`src/rtl/amp_channel_scheduler.sv`:
```
// Time-shared scale-and-gain datapath for a bank of FIR channels: per-channel capture,
// round-robin grant, two-stage shift/multiply pipeline, per-channel output registers.
module amp_channel_scheduler #(
    parameter int unsigned NUM_CH = 8,
    parameter int unsigned DW     = 32,
    parameter int unsigned OW     = 16,
    parameter int unsigned CW     = 3,
    parameter int unsigned SHIFT  = 10
) (
    input  logic                 clk,
    input  logic                 rst_n,
    input  logic                 enable,
    input  logic [NUM_CH-1:0]    in_valid,
    input  logic [NUM_CH*DW-1:0] in_data,
    input  logic [NUM_CH*CW-1:0] amp_coef,
    output logic [NUM_CH-1:0]    out_valid,
    output logic [NUM_CH*OW-1:0] out_data,
    output logic [NUM_CH-1:0]    overrun,
    output logic                 busy
);

    localparam int unsigned PW = (NUM_CH > 1) ? $clog2(NUM_CH) : 1;

    logic [NUM_CH-1:0]    pending_q, pending_d;
    logic [NUM_CH-1:0]    overrun_q, overrun_d;
    logic [DW-1:0]        hold_q [NUM_CH];
    logic [DW-1:0]        hold_d [NUM_CH];
    logic [PW-1:0]        rr_ptr_q, rr_ptr_d;
    logic                 s1_val_q, s1_val_d;
    logic [PW-1:0]        s1_ch_q, s1_ch_d;
    logic [DW-1:0]        s1_data_q, s1_data_d;
    logic [CW-1:0]        s1_coef_q, s1_coef_d;
    logic [NUM_CH-1:0]    out_valid_q, out_valid_d;
    logic [NUM_CH*OW-1:0] out_data_q, out_data_d;
    logic                 busy_q, busy_d;

    logic                 gnt_vld;
    logic [PW-1:0]        gnt_ch;
    logic [PW-1:0]        scan_idx;

    // Round-robin arbiter: first pending channel at or after rr_ptr, wrapping.
    always_comb begin
        gnt_vld  = 1'b0;
        gnt_ch   = '0;
        scan_idx = '0;
        for (int unsigned i = 0; i < NUM_CH; i++) begin
            scan_idx = rr_ptr_q + PW'(i);
            if (enable && !gnt_vld && pending_q[scan_idx]) begin
                gnt_vld = 1'b1;
                gnt_ch  = scan_idx;
            end
        end
    end

    // Capture: a granted channel reads its old hold value while a same-cycle post refills it.
    always_comb begin
        pending_d = pending_q;
        overrun_d = overrun_q;
        hold_d    = hold_q;
        if (gnt_vld) begin
            pending_d[gnt_ch] = 1'b0;
        end
        for (int unsigned c = 0; c < NUM_CH; c++) begin
            if (in_valid[c]) begin
                hold_d[c]    = in_data[c*DW +: DW];
                pending_d[c] = 1'b1;
                if (pending_q[c] && !(gnt_vld && gnt_ch == PW'(c))) begin
                    overrun_d[c] = 1'b1;
                end
            end
        end
    end

    // Pipeline: stage 1 scales the granted sample, stage 2 applies gain and writes the channel slot.
    always_comb begin
        s1_val_d  = gnt_vld;
        s1_ch_d   = s1_ch_q;
        s1_data_d = s1_data_q;
        s1_coef_d = s1_coef_q;
        if (gnt_vld) begin
            s1_ch_d   = gnt_ch;
            s1_data_d = DW'($signed(hold_q[gnt_ch]) >>> SHIFT);
            s1_coef_d = amp_coef[gnt_ch*CW +: CW];
        end

        out_valid_d = '0;
        out_data_d  = out_data_q;
        if (s1_val_q) begin
            out_valid_d[s1_ch_q]           = 1'b1;
            out_data_d[s1_ch_q*OW +: OW]   = OW'($signed(s1_data_q) * $signed(DW'(s1_coef_q)));
        end

        rr_ptr_d = gnt_vld ? (gnt_ch + PW'(1)) : rr_ptr_q;
        busy_d   = (|pending_d) | s1_val_d | (|out_valid_d);
    end

    always_ff @(posedge clk) begin
        if (!rst_n) begin
            pending_q   <= '0;
            overrun_q   <= '0;
            for (int unsigned c = 0; c < NUM_CH; c++) begin
                hold_q[c] <= '0;
            end
            rr_ptr_q    <= '0;
            s1_val_q    <= 1'b0;
            s1_ch_q     <= '0;
            s1_data_q   <= '0;
            s1_coef_q   <= '0;
            out_valid_q <= '0;
            out_data_q  <= '0;
            busy_q      <= 1'b0;
        end else begin
            pending_q   <= pending_d;
            overrun_q   <= overrun_d;
            hold_q      <= hold_d;
            rr_ptr_q    <= rr_ptr_d;
            s1_val_q    <= s1_val_d;
            s1_ch_q     <= s1_ch_d;
            s1_data_q   <= s1_data_d;
            s1_coef_q   <= s1_coef_d;
            out_valid_q <= out_valid_d;
            out_data_q  <= out_data_d;
            busy_q      <= busy_d;
        end
    end

    assign out_valid = out_valid_q;
    assign out_data  = out_data_q;
    assign overrun   = overrun_q;
    assign busy      = busy_q;

endmodule
```
`config.mk`:
```
export PLATFORM = sky130hd
export DESIGN_NAME = amp_channel_scheduler
export DESIGN_NICKNAME = d
export VERILOG_FILES = /design/src/rtl/amp_channel_scheduler.sv
export SDC_FILE = /design/constraint.sdc
export NUM_CORES = 1
export LEC_CHECK = 0
export CAP_MARGIN = 20
export CORE_UTILIZATION = 43
export CTS_CLUSTER_SIZE = 25
export DETAILED_ROUTE_END_ITERATION = 12
export PLACE_DENSITY_LB_ADDON = 0.1
export SLEW_MARGIN = 20
export SYNTH_ARGS = -nofsm -noshare
export SYNTH_HDL_FRONTEND = slang
export SYNTH_SLANG_ARGS = --single-unit
```
`constraint.sdc`:
```
create_clock -name clk -period 3.75 [get_ports clk]
set_input_delay 0.5625 -clock clk [delete_from_list [all_inputs] [get_ports clk]]
set_output_delay 0.5625 -clock clk [all_outputs]
set_load 0.02 [all_outputs]
```
# == Word-level counts from Yosys, hierarchy flattened ==
# Index checks and enable logic that the tools add are counted.
# word_totals
register_bits,441
in_bits,291
elab_cells,173
# op_classes
addsub,9
multipliers,2
order_cmp,13
eq_ne,7
shifts,3
mux,50
bitwise_logic,5
n_reduce_logical,59
# ops
operator,count
$bwmux W128,1
$shift A16 B34 Y128 const A,1
$shiftx A16 B34 Y128,1
$bmux W32 S3,1
$mux W32,2
$lt A3 B4 Y1 const B,10
$neg A7 Y34,1
$logic_and A1 B1 Y1,33
$mux W1,26
$bmux W1 S3,8
$mux W3,8
$shiftx A24 B6 Y3,1
$mul A22 B4 Y16,1
$mux W8,2
$reduce_and A2 Y1,8
$reduce_or A8 Y1,2
$logic_not A1 Y1,15
$add A3 B3 Y3 const B,4
$eq A3 B3 Y1 const B,4
$and A8 B8 Y8,1
$not A8 Y8,1
$add A3 B1 Y3 const B,2
$add A3 B2 Y3 const B,2
$demux W1 S3,2
other kinds (8),11

# == Logic depth before layout (Yosys ltp) ==
# Gate-level depths: netlist of the first run.
# logic_depth
depth_word,43
mapped_depth,18
depth_no_buf,16

# == Worst setup path after synthesis of the first run ==
# OpenSTA, ideal clock, no wires.
# synth_timing
path_kind,reg-to-reg
from,register s1_coef_q[1]
to,"register out_data_q[108], in the netlist out_data[108]"
arrival_ns,3.514
required_time_ns,3.633
slack_ns,0.119
path_stages_with_launch,18
n_path_buf,1
period_less_slack_ns,3.631
cell_sequence,dfxtp_1 -> and2_1 -> ha_1 -> inv_1 -> fa_1 -> inv_1 -> ha_1 -> nor2b_1 -> o21ai_1 -> a21boi_0 -> o21ai_1 -> a21boi_0 -> o21ai_1 -> a21oi_1 -> or4_1 -> and2_1 -> clkbuf_1 -> a32o_1
# synth_via
elab_chain_cells,3
# synth_lines
element,line,rtl
"start, declared",32,"logic [CW-1:0] s1_coef_q, s1_coef_d;"
"start signal, assigned",120,s1_coef_q <= s1_coef_d;
$mul A22 B4 Y16,90,out_data_d[s1_ch_q*OW +: OW] = OW'($signed(s1_data_q) * $signed(DW'(s1_coef_q)));
$shiftx A16 B34 Y128,90,
$bwmux W128,90,
"end signal, assigned",122,out_data_q <= out_data_d;
"end, declared",34,"logic [NUM_CH*OW-1:0] out_data_q, out_data_d;"
# Every way passes these cells.
# A chain may end at the register's enable or synchronous reset.

# == Worst setup path after layout of the first run ==
# layout_timing
from,register rr_ptr_q[1]
to,register s1_data_q[10]
# layout_via
elab_chain_cells,36
# layout_lines
element,line,rtl
"start, declared",28,"logic [PW-1:0] rr_ptr_q, rr_ptr_d;"
"start signal, assigned",116,rr_ptr_q <= rr_ptr_d;
"parallel branches: the longest is 36 deep, another holds $add A3 B1 Y3",n/a,
"end signal, assigned",119,s1_data_q <= s1_data_d;
"end, declared",31,"logic [DW-1:0] s1_data_q, s1_data_d;"
# Several ways; the timed one is not identified. The select of a mux whose other input is x is not followed.

==> metrics.md, run 1 <==
| Metric | Value |
|---|---|
| Static leakage | `between 8 and 9 nW` |
| Total of max-cap violations | `0` |
| Net count, final | `between 2000 and 2500` |
| Type of origin of the critical path | `register` |
| Arrival time at the worst endpoint | `~4000 ps` |
| Antenna violations before repair | `4` |
| Count of different cell masters after synthesis | `approximately 70` |
| Mean instance size in the synthesized netlist | `about 9 um^2` |
| Path type of the worst setup path | `reg2reg` |
| Hold buffer count at cts | `0` |
| CTS Buf Count | `35` |
| Total chip power | `roughly 14 mW` |
| Most common cell on crit path | `sky130_fd_sc_hd__mux2i_1` |
| Worst path cell trace | `inv_1, ha_4, mux4_2, nor2_1, o32a_4, o21ai_1, a221o_1, o211ai_1, clkbuf_16, buf_4, mux2i_1, mux2i_1, a22oi_1, a21oi_1` |
| Number of non-filler instances in the completed layout | `~2400` |
| Gr usage total | `0.2408` |
| Via count of the first global-routing pass | `around 12000` |
| CTS tree | `built` |
| Depth of the CTS H-tree | `2` |
| DRC viols | `0` |
| Number of iterations in the first detailed-routing pass | `5` |
| Number of flops mapped to enable cells by yosys | `0` |
| Clock transition at the registers of the reported paths | `roughly 60 ps` |
| Final setup viols | `0` |
| Worst clock skew | `about 18 ps` |
| CORE AREA | `between 0.03 and 0.04 mm^2` |
| Vertical die dimension | `186.0 um` |
| Die area | `about 0.035 mm^2` |
| Main flop type after synthesis | `sky130_fd_sc_hd__dfxtp_1` |
| Die outline width | `about 190 um` |
| WP data required | `roughly 4100 ps` |
| Cell area after synthesis | `roughly 0.015 mm^2` |
| Antenna-violating nets left | `0` |
| Largest net degree at the start of global routing | `168` |
| Number of placed cells counting well taps | `2377` |
| Clock root buffer | `sky130_fd_sc_hd__clkbuf_16` |
| Pin slew with the least headroom to its limit | `843.3 ps` |
| WL final | `42810 um` |
| Total count of hold-check failures in the final report | `0` |
| Crit-path slowest cell | `sky130_fd_sc_hd__mux4_2` |
| Starting density of the core | `0.4353` |
| Total power per unit cell area | `682.7 mW/mm^2` |
| Area growth from synthesis to layout | `35.92%` |
| Remaining global-route overflow | `0` |
| Share of the yosys chip area belonging to registers | `0.4221` |
| Port buffer count | `307` |
| Peak ir drop on the vdd network | `about 0.00057 V` |
| RSZ-0062 raised after global routing | `yes` |
| Flip-flop and latch count after synthesis | `between 300 and 400` |
| Area taken by multi-input logic gates | `0.007811 mm^2` |
| Share of final-layout standard cells stronger than drive strength 1 | `0.09614` |
| Number of fillers in the final layout | `around 3000` |
| RD Place Congestion | `around 0.83` |
| Final critical delay including setup and external delays | `approximately 3600 ps` |
| Final slew viol count | `0` |
| Total area of sequential cells | `~0.0062 mm^2` |
| Sink Count | `slightly above 300` |
| Syn Inst Count | `roughly 1700` |
| DR iter-0 viols | `between 700 and 800` |
| Maximum fanout count along the critical path | `8` |
| Top-level I/O count | `about 440` |
| Detailed placement HPWL | `between 30000 and 40000 um` |
| Wire length of the first global-routing pass | `approximately 65000 um` |
| Worst rel slew slack | `0.4360` |
| Worst skew pair latency | `between 500 and 600 ps` |
| Number of buffers on the longest clock path | `3` |
| Crit. End Element | `register` |
| Post-synthesis async set-or-reset flop share | `0` |
| Rows | `67` |
| Post-synthesis net count | `approximately 2000` |
| Avg Vias per Cell | `5.216` |
| Antenna cells | `0` |
| Final period utilization | `0.9646` |
| WL per Instance | `around 18 um` |
| Status | `finished clean` |
| Class of the tightest hold or removal check | `reg2reg` |
| Count of vias placed by the detailed router | `approximately 13000` |
| Syn. warnings | `0` |
| Fmax achieved | `between 200 and 300 MHz` |
| Maximum cell stage delay along the critical path | `between 500 and 600 ps` |
layout by cell type, fill, tap and decap left out, types with 4 or more instances in the layout:
| master | Yosys | layout |
|---|---|---|
| sky130_fd_sc_hd__clkdlybuf4s50_1 | 0 | 307 |
| sky130_fd_sc_hd__dfxtp_1 | 307 | 303 |
| sky130_fd_sc_hd__nor2_1 | 253 | 253 |
| sky130_fd_sc_hd__mux2i_1 | 247 | 243 |
| sky130_fd_sc_hd__nand2_1 | 186 | 186 |
| sky130_fd_sc_hd__a21oi_1 | 140 | 136 |
| sky130_fd_sc_hd__buf_4 | 5 | 78 |
| sky130_fd_sc_hd__inv_1 | 65 | 64 |
| sky130_fd_sc_hd__nand3_1 | 53 | 53 |
| sky130_fd_sc_hd__nor3_1 | 39 | 39 |
| sky130_fd_sc_hd__clkbuf_16 | 0 | 37 |
| sky130_fd_sc_hd__ha_1 | 36 | 32 |
| sky130_fd_sc_hd__and2_1 | 34 | 31 |
| sky130_fd_sc_hd__a22oi_1 | 20 | 16 |
| sky130_fd_sc_hd__fa_1 | 13 | 13 |
| sky130_fd_sc_hd__a32o_1 | 12 | 12 |
| sky130_fd_sc_hd__clkbuf_1 | 84 | 10 |
| sky130_fd_sc_hd__xnor2_1 | 10 | 9 |
| sky130_fd_sc_hd__mux4_2 | 8 | 8 |
| sky130_fd_sc_hd__o21ai_0 | 10 | 8 |
| sky130_fd_sc_hd__nand4_1 | 8 | 8 |
| sky130_fd_sc_hd__buf_12 | 0 | 8 |
| sky130_fd_sc_hd__a31oi_1 | 7 | 7 |
| sky130_fd_sc_hd__xor2_1 | 6 | 6 |
| sky130_fd_sc_hd__nor2b_1 | 6 | 6 |
| sky130_fd_sc_hd__nand2b_1 | 5 | 5 |
| sky130_fd_sc_hd__o21ai_2 | 0 | 5 |
| sky130_fd_sc_hd__mux2i_2 | 0 | 4 |
| sky130_fd_sc_hd__a21oi_2 | 0 | 4 |
| sky130_fd_sc_hd__a211oi_1 | 4 | 4 |
| sky130_fd_sc_hd__o311ai_1 | 0 | 4 |
| sky130_fd_sc_hd__a21boi_1 | 4 | 4 |
| sky130_fd_sc_hd__a22oi_2 | 0 | 4 |
| sky130_fd_sc_hd__ha_4 | 0 | 4 |
routing by layer:
| layer | wire, um | up-vias | track usage |
|---|---|---|---|
| li1 | - | 6311 | - |
| met1 | 19240 | 5933 | 0.3304 |
| met2 | 19770 | 448 | 0.3928 |
| met3 | 3110 | 57 | 0.04383 |
| met4 | 663 | 4 | 0.05049 |
| met5 | 23 | - | 0 |
power breakdown:
group          switching [mW]  internal, mW  leakage, nW  total [mW]
Clock                    1.33          2.01        0.536        3.34
Sequential              0.186          3.48         2.51        3.67
Combinational            3.61          2.90         5.09        6.51
sequential cells by signal (all words and copies together), names as in the netlist:
signal / cells
hold_q: 128
out_data: 128
s1_data_q: 16
out_valid: 8
overrun: 8
pending_q: 8
rr_ptr_q: 3
s1_ch_q: 3
s1_coef_q: 3
busy: 1
s1_val_q: 1
layout make-up:
cell class	instances	area share
tap	448	0.02833
clock buffer	48	0.04881
inverter	68	0.01328
multi-input combinational	1168	0.3947
sequential	307	0.3110
clock inverter	9	0.007145
timing repair buffer	397	0.1968
cells in the mapped netlist (6+ instances only):
cell type / number / share of area
sky130_fd_sc_hd__a21oi_1: 140 / 0.048
sky130_fd_sc_hd__a22oi_1: 20 / 0.010
sky130_fd_sc_hd__a31oi_1: 7 / 0.0030
sky130_fd_sc_hd__a32o_1: 12 / 0.0083
sky130_fd_sc_hd__and2_1: 34 / 0.015
sky130_fd_sc_hd__buf_1: 9 / 0.0023
sky130_fd_sc_hd__buf_2: 12 / 0.0041
sky130_fd_sc_hd__clkbuf_1: 84 / 0.022
sky130_fd_sc_hd__dfxtp_1: 307 / 0.42
sky130_fd_sc_hd__fa_1: 13 / 0.018
sky130_fd_sc_hd__ha_1: 36 / 0.031
sky130_fd_sc_hd__inv_1: 65 / 0.017
sky130_fd_sc_hd__mux2i_1: 247 / 0.17
sky130_fd_sc_hd__mux4_2: 8 / 0.012
sky130_fd_sc_hd__nand2_1: 186 / 0.048
sky130_fd_sc_hd__nand3_1: 53 / 0.018
sky130_fd_sc_hd__nand4_1: 8 / 0.0034
sky130_fd_sc_hd__nor2_1: 253 / 0.065
sky130_fd_sc_hd__nor2b_1: 6 / 0.0026
sky130_fd_sc_hd__nor3_1: 39 / 0.013
sky130_fd_sc_hd__o21ai_0: 10 / 0.0034
sky130_fd_sc_hd__o311ai_0: 7 / 0.0042
sky130_fd_sc_hd__xnor2_1: 10 / 0.0060
sky130_fd_sc_hd__xor2_1: 6 / 0.0036
worst max-delay path: cells and delay by family (launching register included):
kind	cells	cell delay (ps)
AND/OR/NAND/NOR	1	190
flip-flops	1	320
AO/OA/AOI/OAI	6	1120
multiplexers	3	970
buffers and inverters	3	510
adder cells (fa/ha/maj)	1	340
logic make-up (layout without fill, tap and decap cells):
kind of cell | after synthesis | after routing | synth area share
AO/OA/AOI/OAI | 244 | 244 | 0.1066
adder cells (fa/ha/maj) | 49 | 49 | 0.04881
buffers and inverters | 183 | 522 | 0.05165
XOR/XNOR | 16 | 16 | 0.009625
flip-flops | 307 | 307 | 0.4221
multiplexers | 258 | 258 | 0.1845
AND/OR/NAND/NOR | 601 | 601 | 0.1767
timing repair:
item | 4_1_cts | 5_1_grt
buffers inserted | 1 | 9
cloned | 0 | 1
endpoints found under the setup margin | 23 | 60
gates resized for setup | 8 | 40
pin swaps | 1 | 15
final timing paths:
check	endpoint	start	slack, ps	cells past startpoint
min reg2reg	out_data[82]	out_data[82]	450	2
min	out_data[82]	out_data[82]	450	2
max	s1_data_q[10]	rr_ptr_q[1]	130	14
max reg2reg	s1_data_q[10]	rr_ptr_q[1]	130	14
per-stage QoR:
step | hold slack, ps | cell area [um^2] | setup TNS (ps) | utilization | worst slack [ps]
after floorplan | 432.0 | 14560 | 0 | - | 118.9
after global placement | 441.7 | 18430 | -1387 | 0.5510 | -124.4
after detailed placement | 445.7 | 18430 | -1293 | 0.5510 | -86.38
after CTS | 453.5 | 19560 | 0 | 0.5847 | 4.697
after global routing | 474.3 | 19790 | -430.5 | 0.5916 | -58.91
final | 453.4 | 19790 | 0 | 0.5916 | 132.9
Power figures use the tool's default switching activity.
==> run 2: changes to the inputs <==
--- a/config.mk
+++ b/config.mk
@@ -9,7 +9,7 @@
 export CORE_UTILIZATION = 43
 export CTS_CLUSTER_SIZE = 25
 export DETAILED_ROUTE_END_ITERATION = 12
-export PLACE_DENSITY_LB_ADDON = 0.1
+export PLACE_DENSITY = 0.88
 export SLEW_MARGIN = 20
 export SYNTH_ARGS = -nofsm -noshare
 export SYNTH_HDL_FRONTEND = slang
==> metrics.md, run 2 (synthesized netlist as in run 1, its figures left out) <==
| Metric | Value |
|---|---|
| RD Place Congestion | `0.8690 (was 0.8265)` |
| Worst path cell trace | `inv_1, ha_4, mux4_2, mux2i_2, nand2b_4, nand2_1, a221o_1, o211ai_1, buf_4, buf_6, buf_4, mux2i_1, mux2i_1, a22oi_1, buf_4, a21oi_1 (was inv_1, ha_4, mux4_2, nor2_1, o32a_4, o21ai_1, a221o_1, o211ai_1, clkbuf_16, buf_4, mux2i_1, mux2i_1, a22oi_1, a21oi_1)` |
| Hold buffer count at cts | `0 (unchanged)` |
| Number of non-filler instances in the completed layout | `2451 (was 2445)` |
| Gr usage total | `0.2560 (was 0.2408)` |
| Rows | `67 (unchanged)` |
| Maximum cell stage delay along the critical path | `590 ps (was 580 ps)` |
| Sink Count | `307 (unchanged)` |
| Starting density of the core | `0.4353 (unchanged)` |
| Commonest cells after routing, fill and taps aside | `sky130_fd_sc_hd__clkdlybuf4s50_1, sky130_fd_sc_hd__dfxtp_1, sky130_fd_sc_hd__nor2_1 (unchanged)` |
| Worst skew pair latency | `510 ps (was 520 ps)` |
| Area growth from synthesis to layout | `35.82% (was 35.92%)` |
| Net count, final | `2321 (was 2317)` |
| DRC viols | `0 (unchanged)` |
| Class of the tightest hold or removal check | `reg2reg (unchanged)` |
| WP data required | `4120 ps (was 4110 ps)` |
| Antenna-violating nets left | `0 (unchanged)` |
| Commonest non-fill, non-tap cell in the layout | `sky130_fd_sc_hd__clkdlybuf4s50_1 (unchanged)` |
| WL per Instance | `18.66 um (was 17.51 um)` |
| Met3 track utilization from global routing | `0.06320 (was 0.04383)` |
| Gr busiest metal | `met2 (unchanged)` |
| Final period utilization | `0.9696 (was 0.9646)` |
| Worst clock skew | `24.78 ps (was 17.77 ps)` |
| Number of iterations in the first detailed-routing pass | `6 (was 5)` |
| Top-level I/O count | `436 (unchanged)` |
| Largest net degree at the start of global routing | `105 (was 168)` |
| Number of placed cells counting well taps | `2381 (was 2377)` |
| Status | `finished clean (unchanged)` |
| Antenna violations before repair | `0 (was 4)` |
| Total of max-cap violations | `0 (unchanged)` |
| Reg2Reg Setup Slack | `110 ps (was 130 ps)` |
| Static leakage | `8.159 nW (was 8.132 nW)` |
| DR iter-0 viols | `859 (was 790)` |
| Maximum fanout count along the critical path | `6 (was 8)` |
| Crit. End Element | `register (unchanged)` |
| Final slew viol count | `0 (unchanged)` |
| Antenna cells | `0 (unchanged)` |
| Vertical die dimension | `186.0 um (unchanged)` |
| Arrival time at the worst endpoint | `4010 ps (was 3970 ps)` |
| Remaining global-route overflow | `0 (unchanged)` |
| Total count of hold-check failures in the final report | `0 (unchanged)` |
| Clock transition at the registers of the reported paths | `60 ps (about the same)` |
| Number of fillers in the final layout | `2625 (was 2989)` |
| Worst rel slew slack | `0.4393 (was 0.4360)` |
| Met1 demand-to-capacity share in global routing | `0.3004 (was 0.3304)` |
| Worst hold margin | `453.4 ps (about the same)` |
| Count of vias placed by the detailed router | `13530 (was 12750)` |
| Pre-CTS setup slack | `-151.9 ps (was -86.38 ps)` |
| CTS Buf Count | `34 (was 35)` |
| Number of buffers on the longest clock path | `3 (unchanged)` |
| Global-route met2 utilization | `0.4403 (was 0.3928)` |
| Depth of the CTS H-tree | `2 (unchanged)` |
| Crit-path slowest cell | `sky130_fd_sc_hd__mux4_2 (unchanged)` |
| Most common cell on crit path | `sky130_fd_sc_hd__buf_4 (was sky130_fd_sc_hd__mux2i_1)` |
| Avg Vias per Cell | `5.519 (was 5.216)` |
| Peak ir drop on the vdd network | `0.0006073 V (was 0.0005679 V)` |
| Via count of the first global-routing pass | `13080 (was 11800)` |
| CTS tree | `built (unchanged)` |
| Final setup viols | `0 (unchanged)` |
| Final critical delay including setup and external delays | `3636 ps (was 3617 ps)` |
| Pin slew with the least headroom to its limit | `840.2 ps (was 843.3 ps)` |
| Setup ws final | `113.9 ps (was 132.9 ps)` |
| Clock root buffer | `sky130_fd_sc_hd__clkbuf_16 (unchanged)` |
| Detailed placement HPWL | `32740 um (was 30680 um)` |
| CORE AREA | `0.03345 mm^2 (unchanged)` |
| Type of origin of the critical path | `register (unchanged)` |
| Die area | `0.03460 mm^2 (unchanged)` |
| Die outline width | `186.0 um (unchanged)` |
| Share of final-layout standard cells stronger than drive strength 1 | `0.1028 (was 0.09614)` |
| Fmax achieved | `275.0 MHz (was 276.5 MHz)` |
| WL final | `45740 um (was 42810 um)` |
| Path type of the worst setup path | `reg2reg (unchanged)` |
| Wire length of the first global-routing pass | `69190 um (was 65120 um)` |
| Total power per unit cell area | `683.2 mW/mm^2 (was 682.7 mW/mm^2)` |
| Port buffer count | `307 (unchanged)` |
## run 2: changes by cell type in the layout (fill, tap and decap cells not counted), moves of 3 or more
cell / delta
sky130_fd_sc_hd__clkinv_2: +5
sky130_fd_sc_hd__buf_4: +7
sky130_fd_sc_hd__ha_4: -3
sky130_fd_sc_hd__buf_12: -3
sky130_fd_sc_hd__clkinv_4: +3
sky130_fd_sc_hd__clkbuf_1: -4
sky130_fd_sc_hd__ha_1: +3
## run 2: path summary, 6_finish.rpt
kind	to	start	depth (start not counted)
max	s1_coef_q[2]	rr_ptr_q[0]	16
min	out_data[50]	out_data[50]	2
max reg2reg	s1_coef_q[2]	rr_ptr_q[0]	16
min reg2reg	out_data[50]	out_data[50]	2
## run 2: timing repair
item,CTS,global route
buffers inserted,2,8
pin swaps,3,19
gates resized for setup,17,39
cloned,1,1
setup endpoints to repair,25,72
## run 2: layer usage
metal  wire [um]  vias to the layer above
li1            -                     6324
met1       17880                     6365
met2       22050                      727
met3        4161                      111
met4        1645                        0
met5           0                        -
## run 2: metrics by stage
stage	total power [mW]	cell area, um^2	TNS (ps)	utilization
final	13.51	19770	0	0.5912
after global routing	14.07	19770	-181.3	0.5912
after CTS	13.22	19560	-1.498	0.5847
after detailed placement	9.860	18410	-2455	0.5504
after global placement	9.737	18410	-722.4	0.5504
after floorplan	7.841	14560	0	-
## run 2: worst max-delay path: cells and delay by family, from the launching register on
kind | cells | cell delay (ps)
fa+ha+maj | 1 | 310
compound gates | 4 | 790
simple gates | 2 | 210
mux | 4 | 1110
buf+inv | 5 | 730
flops | 1 | 330
## run 2: report_power, final
| group | switching, mW | internal (mW) |
|---|---|---|
| registers | 0.183 | 3.48 |
| logic | 3.76 | 2.92 |
| clock network | 1.34 | 1.83 |
| total | 5.29 | 8.22 |
## run 2: final cells by class
type                       count  area (um^2)  area share
clock inverter                14        123.9    0.006264
timing repair buffer         402         3881      0.1963
multi-input combinational   1168         7865      0.3977
inverter                      68        262.8     0.01329
sequential                   307         6152      0.3111
clock buffer                  44        928.4     0.04695
tap                          448        560.5     0.02835
